### config.mk
export PLATFORM = sky130hd
export DESIGN_NAME = serial_sub2
export DESIGN_NICKNAME = d
export VERILOG_FILES = /design/src/rtl/serial_sub2_pkg.sv /design/src/rtl/serial_sub2_slice.sv /design/src/rtl/serial_sub2.sv
export SDC_FILE = /design/constraint.sdc
export NUM_CORES = 1
export LEC_CHECK = 0
export CORE_MARGIN = 1
export CORE_UTILIZATION = 50
export DETAILED_ROUTE_END_ITERATION = 10
export PLACE_DENSITY = 0.83
export SYNTH_ARGS = -nofsm -noshare
export SYNTH_HDL_FRONTEND = slang
export SYNTH_SLANG_ARGS = --single-unit
export TNS_END_PERCENT = 100
### constraint.sdc
create_clock -name clk -period 2.5 [get_ports clk]
set_clock_uncertainty 0.1 [all_clocks]
set_input_delay 0.25 -clock clk [delete_from_list [all_inputs] [get_ports clk]]
set_output_delay 0.25 -clock clk [all_outputs]
set_load 0.005 [all_outputs]
### src/rtl/serial_sub2_pkg.sv
// Shared types and sizing helpers for the bit-serial subtractor.
`timescale 1ns/1ps

package serial_sub2_pkg;

  typedef enum logic [1:0] {
    IDLE = 2'd0,
    RUN  = 2'd1,
    DONE = 2'd2
  } state_t;

  localparam int SLICE_W = 2;

  function automatic int num_slices(input int width);
    return width / SLICE_W;
  endfunction

  function automatic int cnt_width(input int width);
    int w;
    w = $clog2(width / SLICE_W);
    return (w < 1) ? 1 : w;
  endfunction

endpackage

### src/rtl/serial_sub2_slice.sv
// Combinational 2-bit borrow slice: {bo, d} = a - b - bi.
`timescale 1ns/1ps

module sub2_slice
  import serial_sub2_pkg::*;
(
  input  logic [1:0] a,
  input  logic [1:0] b,
  input  logic       bi,
  output logic [1:0] d,
  output logic       bo
);

  logic [2:0] w_full;

  // A 3-bit wide subtract leaves the borrow in the top bit as two's complement sign.
  always_comb begin
    w_full = {1'b0, a} - {1'b0, b} - {2'b00, bi};
    d      = w_full[1:0];
    bo     = w_full[2];
  end

endmodule

### src/rtl/serial_sub2.sv
// Bit-serial subtractor: WIDTH-bit a - b - bin, two bits per clock.
`timescale 1ns/1ps

module serial_sub2
  import serial_sub2_pkg::*;
#(
  parameter int WIDTH = 8
) (
  input  logic             clk,
  input  logic             rst,
  input  logic             in_valid,
  output logic             in_ready,
  input  logic [WIDTH-1:0] a,
  input  logic [WIDTH-1:0] b,
  input  logic             bin,
  output logic             out_valid,
  input  logic             out_ready,
  output logic [WIDTH-1:0] diff,
  output logic             bout
);

  localparam int NSLICE = num_slices(WIDTH);
  localparam int CNT_W  = cnt_width(WIDTH);
  localparam logic [CNT_W-1:0] CNT_LOAD = CNT_W'(NSLICE - 1);

  generate
    if ((WIDTH < 2) || ((WIDTH % 2) != 0)) begin : g_badWidth
      $error("serial_sub2: WIDTH must be even and >= 2");
    end
  endgenerate

  state_t           r_state;
  state_t           w_nextState;
  logic [WIDTH-1:0] r_aSh;
  logic [WIDTH-1:0] r_bSh;
  logic [WIDTH-1:0] r_dSh;
  logic             r_borrow;
  logic [CNT_W-1:0] r_count;
  logic [1:0]       w_sliceD;
  logic             w_sliceBo;
  logic             w_accept;

  sub2_slice u_slice (
    .a  (r_aSh[1:0]),
    .b  (r_bSh[1:0]),
    .bi (r_borrow),
    .d  (w_sliceD),
    .bo (w_sliceBo)
  );

  // Ready is masked by reset so nothing is accepted while reset is held.
  assign in_ready  = (r_state == IDLE) && !rst;
  assign out_valid = (r_state == DONE);
  assign w_accept  = in_valid && in_ready;
  assign diff      = out_valid ? r_dSh : '0;
  assign bout      = out_valid && r_borrow;

  // State register, cleared asynchronously so an in-flight result is dropped.
  always_ff @(posedge clk or posedge rst) begin
    if (rst) begin
      r_state <= IDLE;
    end else begin
      r_state <= w_nextState;
    end
  end

  // Next-state logic: accept in IDLE, count down slices in RUN, hold in DONE until taken.
  always_comb begin
    w_nextState = r_state;
    case (r_state)
      IDLE:    if (w_accept) w_nextState = RUN;
      RUN:     if (r_count == '0) w_nextState = DONE;
      DONE:    if (out_ready) w_nextState = IDLE;
      default: w_nextState = IDLE;
    endcase
  end

  // Datapath: load operands on accept, then consume two bits per RUN cycle LSB first.
  always_ff @(posedge clk or posedge rst) begin
    if (rst) begin
      r_aSh    <= '0;
      r_bSh    <= '0;
      r_dSh    <= '0;
      r_borrow <= 1'b0;
      r_count  <= '0;
    end else begin
      case (r_state)
        IDLE: begin
          if (w_accept) begin
            r_aSh    <= a;
            r_bSh    <= b;
            r_dSh    <= '0;
            r_borrow <= bin;
            r_count  <= CNT_LOAD;
          end
        end
        RUN: begin
          r_aSh    <= r_aSh >> SLICE_W;
          r_bSh    <= r_bSh >> SLICE_W;
          r_dSh    <= (r_dSh >> SLICE_W) | (WIDTH'(w_sliceD) << (WIDTH - SLICE_W));
          r_borrow <= w_sliceBo;
          if (r_count != '0) begin
            r_count <= r_count - CNT_W'(1);
          end
        end
        default: ;
      endcase
    end
  end

endmodule

# Word-level counts from Yosys, hierarchy flattened

Index checks and enable logic that the tools add are counted.

Bits in registers: 29
Logic and storage cells: 43
Input bits: 21
Output and inout port bits: 11

Add/sub/neg operators: 3
Bitwise logic cells: 1
Muxes and demuxes: 16
Reduce and logical (&&, ||, !) cells: 11
Equality and inequality tests: 6

Operators by type and width:

| operator                                               | count |
|---|---|
| case mux 8 bit (2 select lines)                        | 3 |
| two-way mux 8 bit                                      | 4 |
| two-way mux 2 bit                                      | 5 |
| OR 6 x 8 -> 8 bit                                      | 1 |
| inequality test 2 bit (second input constant)          | 3 |
| case mux 2 bit (3 select lines)                        | 1 |
| AND reduction 3 bit                                    | 2 |
| zero test 2 bit                                        | 2 |
| case mux 2 bit (2 select lines)                        | 1 |
| nonzero test 2 bit                                     | 2 |
| logical AND 1 bit                                      | 3 |
| subtractor 2 x 2 -> 3 bit                              | 1 |
| subtractor 3 x 1 -> 3 bit                              | 1 |
| == test 2 x 1 -> 1 bit (second input constant)         | 1 |
| == test 2 bit (second input constant)                  | 1 |
| inequality test 2 x 1 -> 1 bit (second input constant) | 1 |
| case mux 1 bit (2 select lines)                        | 1 |
| AND reduction 2 bit                                    | 1 |
| subtractor 2 x 1 -> 2 bit (second input constant)      | 1 |
| zero test 1 bit                                        | 1 |
| two-way mux 1 bit                                      | 1 |

# Longest topological paths before layout

Depth in word-level cells: 5
Gate-level depth with buffers: 8
Mapped depth without buffers: 8

# Modules after synthesis

From an unflattened synthesis, not the netlist that was laid out.

Cells, all modules: 152
Area total of the unflattened synthesis: 1455.1 um^2

Modules (own cells, without submodules):

| module      | cells each | area an instance (um^2) | sequential area each (um^2) | times used |
|---|---|---|---|---|
| serial_sub2 | 144        | 1392.6                  | 725.7                       | 1 |
| sub2_slice  | 8          | 62.6                    | 0.0                         | 1 |

# Least setup slack after synthesis

Ideal clock, no wire load.

Kind: register to register
Start: reg r_aSh[0]
End: reg r_dSh[7]
Path buffers: 0
Path slack: 530 ps
Arrival time: 1792 ps
Stages on the path, launching flop included: 7
Setup time: 78 ps
Period minus slack after synthesis: 1970 ps
Required time: 2322 ps
Path through: dfrtp_1 -> fa_1 -> inv_1 -> ha_1 -> nor2_1 -> fa_1 -> o2bb2ai_1

Word-level cells in the longest chain between the ends: 4

Ends and longest elaborated chain:

| what                            | line                    | source |
|---|---|---|
| start: declaration              | serial_sub2.sv:34       | `logic [WIDTH-1:0] r_aSh;` |
| start signal: assignment        | serial_sub2.sv:98       | `r_aSh <= r_aSh >> SLICE_W;` |
| subtractor 2 x 2 -> 3 bit       | serial_sub2_slice.sv:18 | `w_full = {1'b0, a} - {1'b0, b} - {2'b00, bi};` |
| subtractor 3 x 1 -> 3 bit       | serial_sub2_slice.sv:18 |  |
| OR 6 x 8 -> 8 bit               | serial_sub2.sv:100      | `r_dSh <= (r_dSh >> SLICE_W) \| (WIDTH'(w_sliceD) << (WIDTH - SLICE_W));` |
| case mux 8 bit (2 select lines) | serial_sub2.sv:87       | `case (r_state)` |
| end signal: assignment          | serial_sub2.sv:100      |  |
| end: declaration                | serial_sub2.sv:36       | `logic [WIDTH-1:0] r_dSh;` |

No other way between the ends.
A chain may end at the register's enable or synchronous reset.

# Worst setup path in the final report

Start: reg r_state[1]
End: out bout

Word-level cells in the longest chain between the ends: 2

Ends and longest elaborated chain:

| what                     | line              | source |
|---|---|---|
| start: declaration       | serial_sub2.sv:32 | `state_t r_state;` |
| start signal: assignment | serial_sub2.sv:63 | `r_state <= w_nextState;` |
| == test 2 bit            | serial_sub2.sv:53 | `assign out_valid = (r_state == DONE);` |
| logical AND 1 bit        | serial_sub2.sv:56 | `assign bout = out_valid && r_borrow;` |
| end: declaration         | serial_sub2.sv:19 | `output logic bout` |

No other way between the ends.

==> key figures <==
Cells and area
  • Fillers: around 240
  • Layout cells sized above 1: 0.163
  • Final #Nets: slightly below 200
  • Area delta synth->final: 24.2%
  • N_diodes: 0
  • Multi-input gate area: roughly 700 um^2
  • FF/Latch Area: around 730 um^2

Floorplanning
  • Core Region: ~0.0028 mm^2
  • I/O Pins: 32
  • Starting density of the core: 0.539
  • Die X-Extent: approximately 57 um
  • Die Span Y: 57.2 um
  • Row count: 19
  • Die ar.: around 0.0033 mm^2

Pwr
  • Logic pwr share: 0.486
  • Sw frac: 0.412
  • Peak supply drop: about 0.76 mV
  • Switch Pwr: around 0.0009 W
  • Clock power frac: 0.120
  • Pwr per Cell Area: ~1200 mW/mm^2
  • P_int: around 0.0013 W
  • Lkg Pwr: roughly 0.83 nW
  • Seq pwr share: 0.394

Global routing
  • Initial antenna violation count: 0
  • All-Layer GR Usage: 0.228
  • First-pass GRT wire length: around 5.6 mm
  • Number of global-route vias before repair: 1,294
  • Largest net degree at the start of global routing: 30
  • Total grt overflow: 0

Worst setup path
  • Setup crit end kind: output port
  • Startpoint types: flip-flop
  • Crit Path Max Fanout: 15
  • CP required: 2150 ps
  • WS Path Type: flip-flop to output port
  • WP data arrival: roughly 1900 ps

Worst hold path
  • HP Class: input pin to asynchronous set/reset pin

Yosys
  • Synth area leader: dfrtp_1
  • Top_reg_cell synth: dfrtp_1
  • Synthesized netlist cell count: 140
  • Yosys Warn Count: 0
  • Synthesized net count: 166
  • Most common cell in the synthesized netlist: dfrtp_1
  • Avg Cell Area, Syn: around 11 um^2
  • Netlist cell types: 32
  • Synthesized area: ~0.0015 mm^2
  • Share of the synthesized area in the top cell type: 0.476
  • Largest cells by area after synthesis: dfrtp_1, o22ai_2, o22ai_1, a22o_1, a21oi_1
  • #FFs+latches synth: 29
  • Synth cell count leaders: dfrtp_1, o22ai_1, a21oi_1
  • Sequential area share after synthesis: 0.476
  • Post-synth EDFFs: 0
  • FFs w/ async S/R, synth: 1.00

Clock network
  • Clk buf depth: 2
  • Hold Buf Count CTS: 0
  • Post-CTS Setup Inserts: 0
  • CTS sink cnt: 29
  • Post-CTS sizing: 0
  • CTS root buffer: clkbuf_4
  • Num CTS Buffers: 5
  • Max H-tree Level: 2
  • Worst skew pair latency: 330 ps
  • CTS tree: yes
  • Worst-path clk slew: around 90 ps

Drt
  • Routed wire per std cell: 16.7 um
  • DR vias/cell: just over 6
  • Post-DRT Antenna Nets: 0
  • Via count: between 1k and 1.5k
  • Final wirelength: between 3 and 4 mm
  • Number of DRC markers in iteration 0: 56
  • DRT Pass-1 Iters: 10
  • DR DRC count: 3

Timing
  • Max Slew Vio Count: 0
  • Period utilisation layout: 0.882
  • Slew @ Worst Pin: ~590 ps
  • Hold Slack: approximately 370 ps
  • Worst setup margin: between 200 and 300 ps
  • Final setup TNS: 0 ps
  • RSZ-0062 raised after global routing: no
  • Achievable Freq: ~450 MHz
  • Crit path time final: 2200 ps
  • Setup violators final: 0
  • Slew headroom: 0.608
  • Endpoints failing hold: 0

Placement
  • HPWL after DPL: approximately 2.4 mm
  • Pre-CTS worst setup slack: 436 ps
  • Gpl congestion: ~0.76
  • Port bufs: 31

Status
  • Status: finished with violations
  • Failing checks: design-rule violations

Job
  • Max cap viols: 0
==> power by group through the flow <==
| stage | combinational [W] | sequential [W] | clock [W] |
|---|---|---|---|
| global placement | 0.00101 | 0.000867 | 0 |
| finish | 0.00108 | 0.000875 | 0.000266 |
| CTS | 0.00109 | 0.000873 | 0.000273 |
| floorplan | 0.000858 | 0.000824 | 0 |
| global route | 0.00120 | 0.000904 | 0.000295 |
| detailed placement | 0.00108 | 0.000883 | 0 |
==> cell type report <==
class	count	share of cell area
multi-input combinational	91	0.371
tap	31	0.0205
sequential	29	0.383
inverter	9	0.0178
clock buffer	6	0.0218
clock inverter	2	0.00529
timing repair buffer	35	0.180
==> final timing paths <==
| check | start | to | slack [ps] | cells after the start |
|---|---|---|---|---|
| max in group asynchronous | rst | r_state[1] | 1650 | 3 |
| min reg2reg | r_aSh[6] | r_aSh[6] | 400 | 1 |
| min in group clk | out_ready | r_state[1] | 400 | 2 |
| min | rst | r_dSh[0] | 370 | 3 |
| max reg2reg | r_aSh[0] | r_dSh[7] | 430 | 6 |
| max | r_state[1] | bout | 300 | 3 |
==> kinds of logic (layout without fill, tap and decap cells) <==
| kind of cell | Yosys count | after routing | share of synthesized area |
|---|---|---|---|
| adders and majority gates | 5 | 5 | 0.0509 |
| DFF | 29 | 29 | 0.476 |
| muxes | 2 | 2 | 0.0148 |
| buffers and inverters | 20 | 52 | 0.0624 |
| xor gates and xnor gates | 1 | 1 | 0.00575 |
| and+or+nand+nor | 26 | 26 | 0.0993 |
| AOI/OAI and AO/OA | 57 | 57 | 0.291 |
==> critical path: stages (launching register included) <==
cell,delay [ps]
dfrtp_1,560
inv_2,210
nor3_1,220
clkdlybuf4s50_1,540
==> state kept, by name, summed over array words and instances (netlist names) <==
signal / cells
r_aSh: 8
r_bSh: 8
r_dSh: 8
r_count: 2
r_state: 2
r_borrow: 1
==> per-stage QoR <==
step	instance area [um^2]	total power [W]	utilization	cells
after CTS	1890	0.00223	0.669	203
after global routing	1890	0.00240	0.669	203
after detailed placement	1840	0.00196	0.651	195
after global placement	1840	0.00188	0.651	195
final	1890	0.00222	0.669	203
after floorplan	1520	0.00168	-	140
==> metal layers <==
layer | up-vias | global-route usage | routed length (um)
li1 | 588 | - | -
met1 | 629 | 0.251 | 1410
met2 | 34 | 0.427 | 1800
met3 | 5 | 0.0476 | 136
met4 | 0 | 0.0906 | 42
met5 | - | 0 | 0
==> placed cells by master (no fill, tap or decap), drive strengths merged <==
cell type / synthesis / routed
clkdlybuf4s50: 0 / 31
dfrtp: 29 / 29
o22ai: 22 / 22
a21oi: 11 / 11
inv: 9 / 9
a22o: 8 / 8
and3: 8 / 8
clkbuf: 4 / 6
a22oi: 5 / 5
nor2: 4 / 4
nand2: 4 / 4
buf: 7 / 4
o21ai: 4 / 4
o2bb2ai: 3 / 3
ha: 3 / 3
and2: 2 / 2
a31oi: 2 / 2
nand2b: 2 / 2
mux2: 2 / 2
nor3: 2 / 2
fa: 2 / 2
clkinv: 0 / 2
nor2b: 2 / 2
nor3b: 1 / 1
a32o: 1 / 1
xor2: 1 / 1
or3b: 1 / 1
o31ai: 1 / 1
Power figures use the tool's default switching activity.
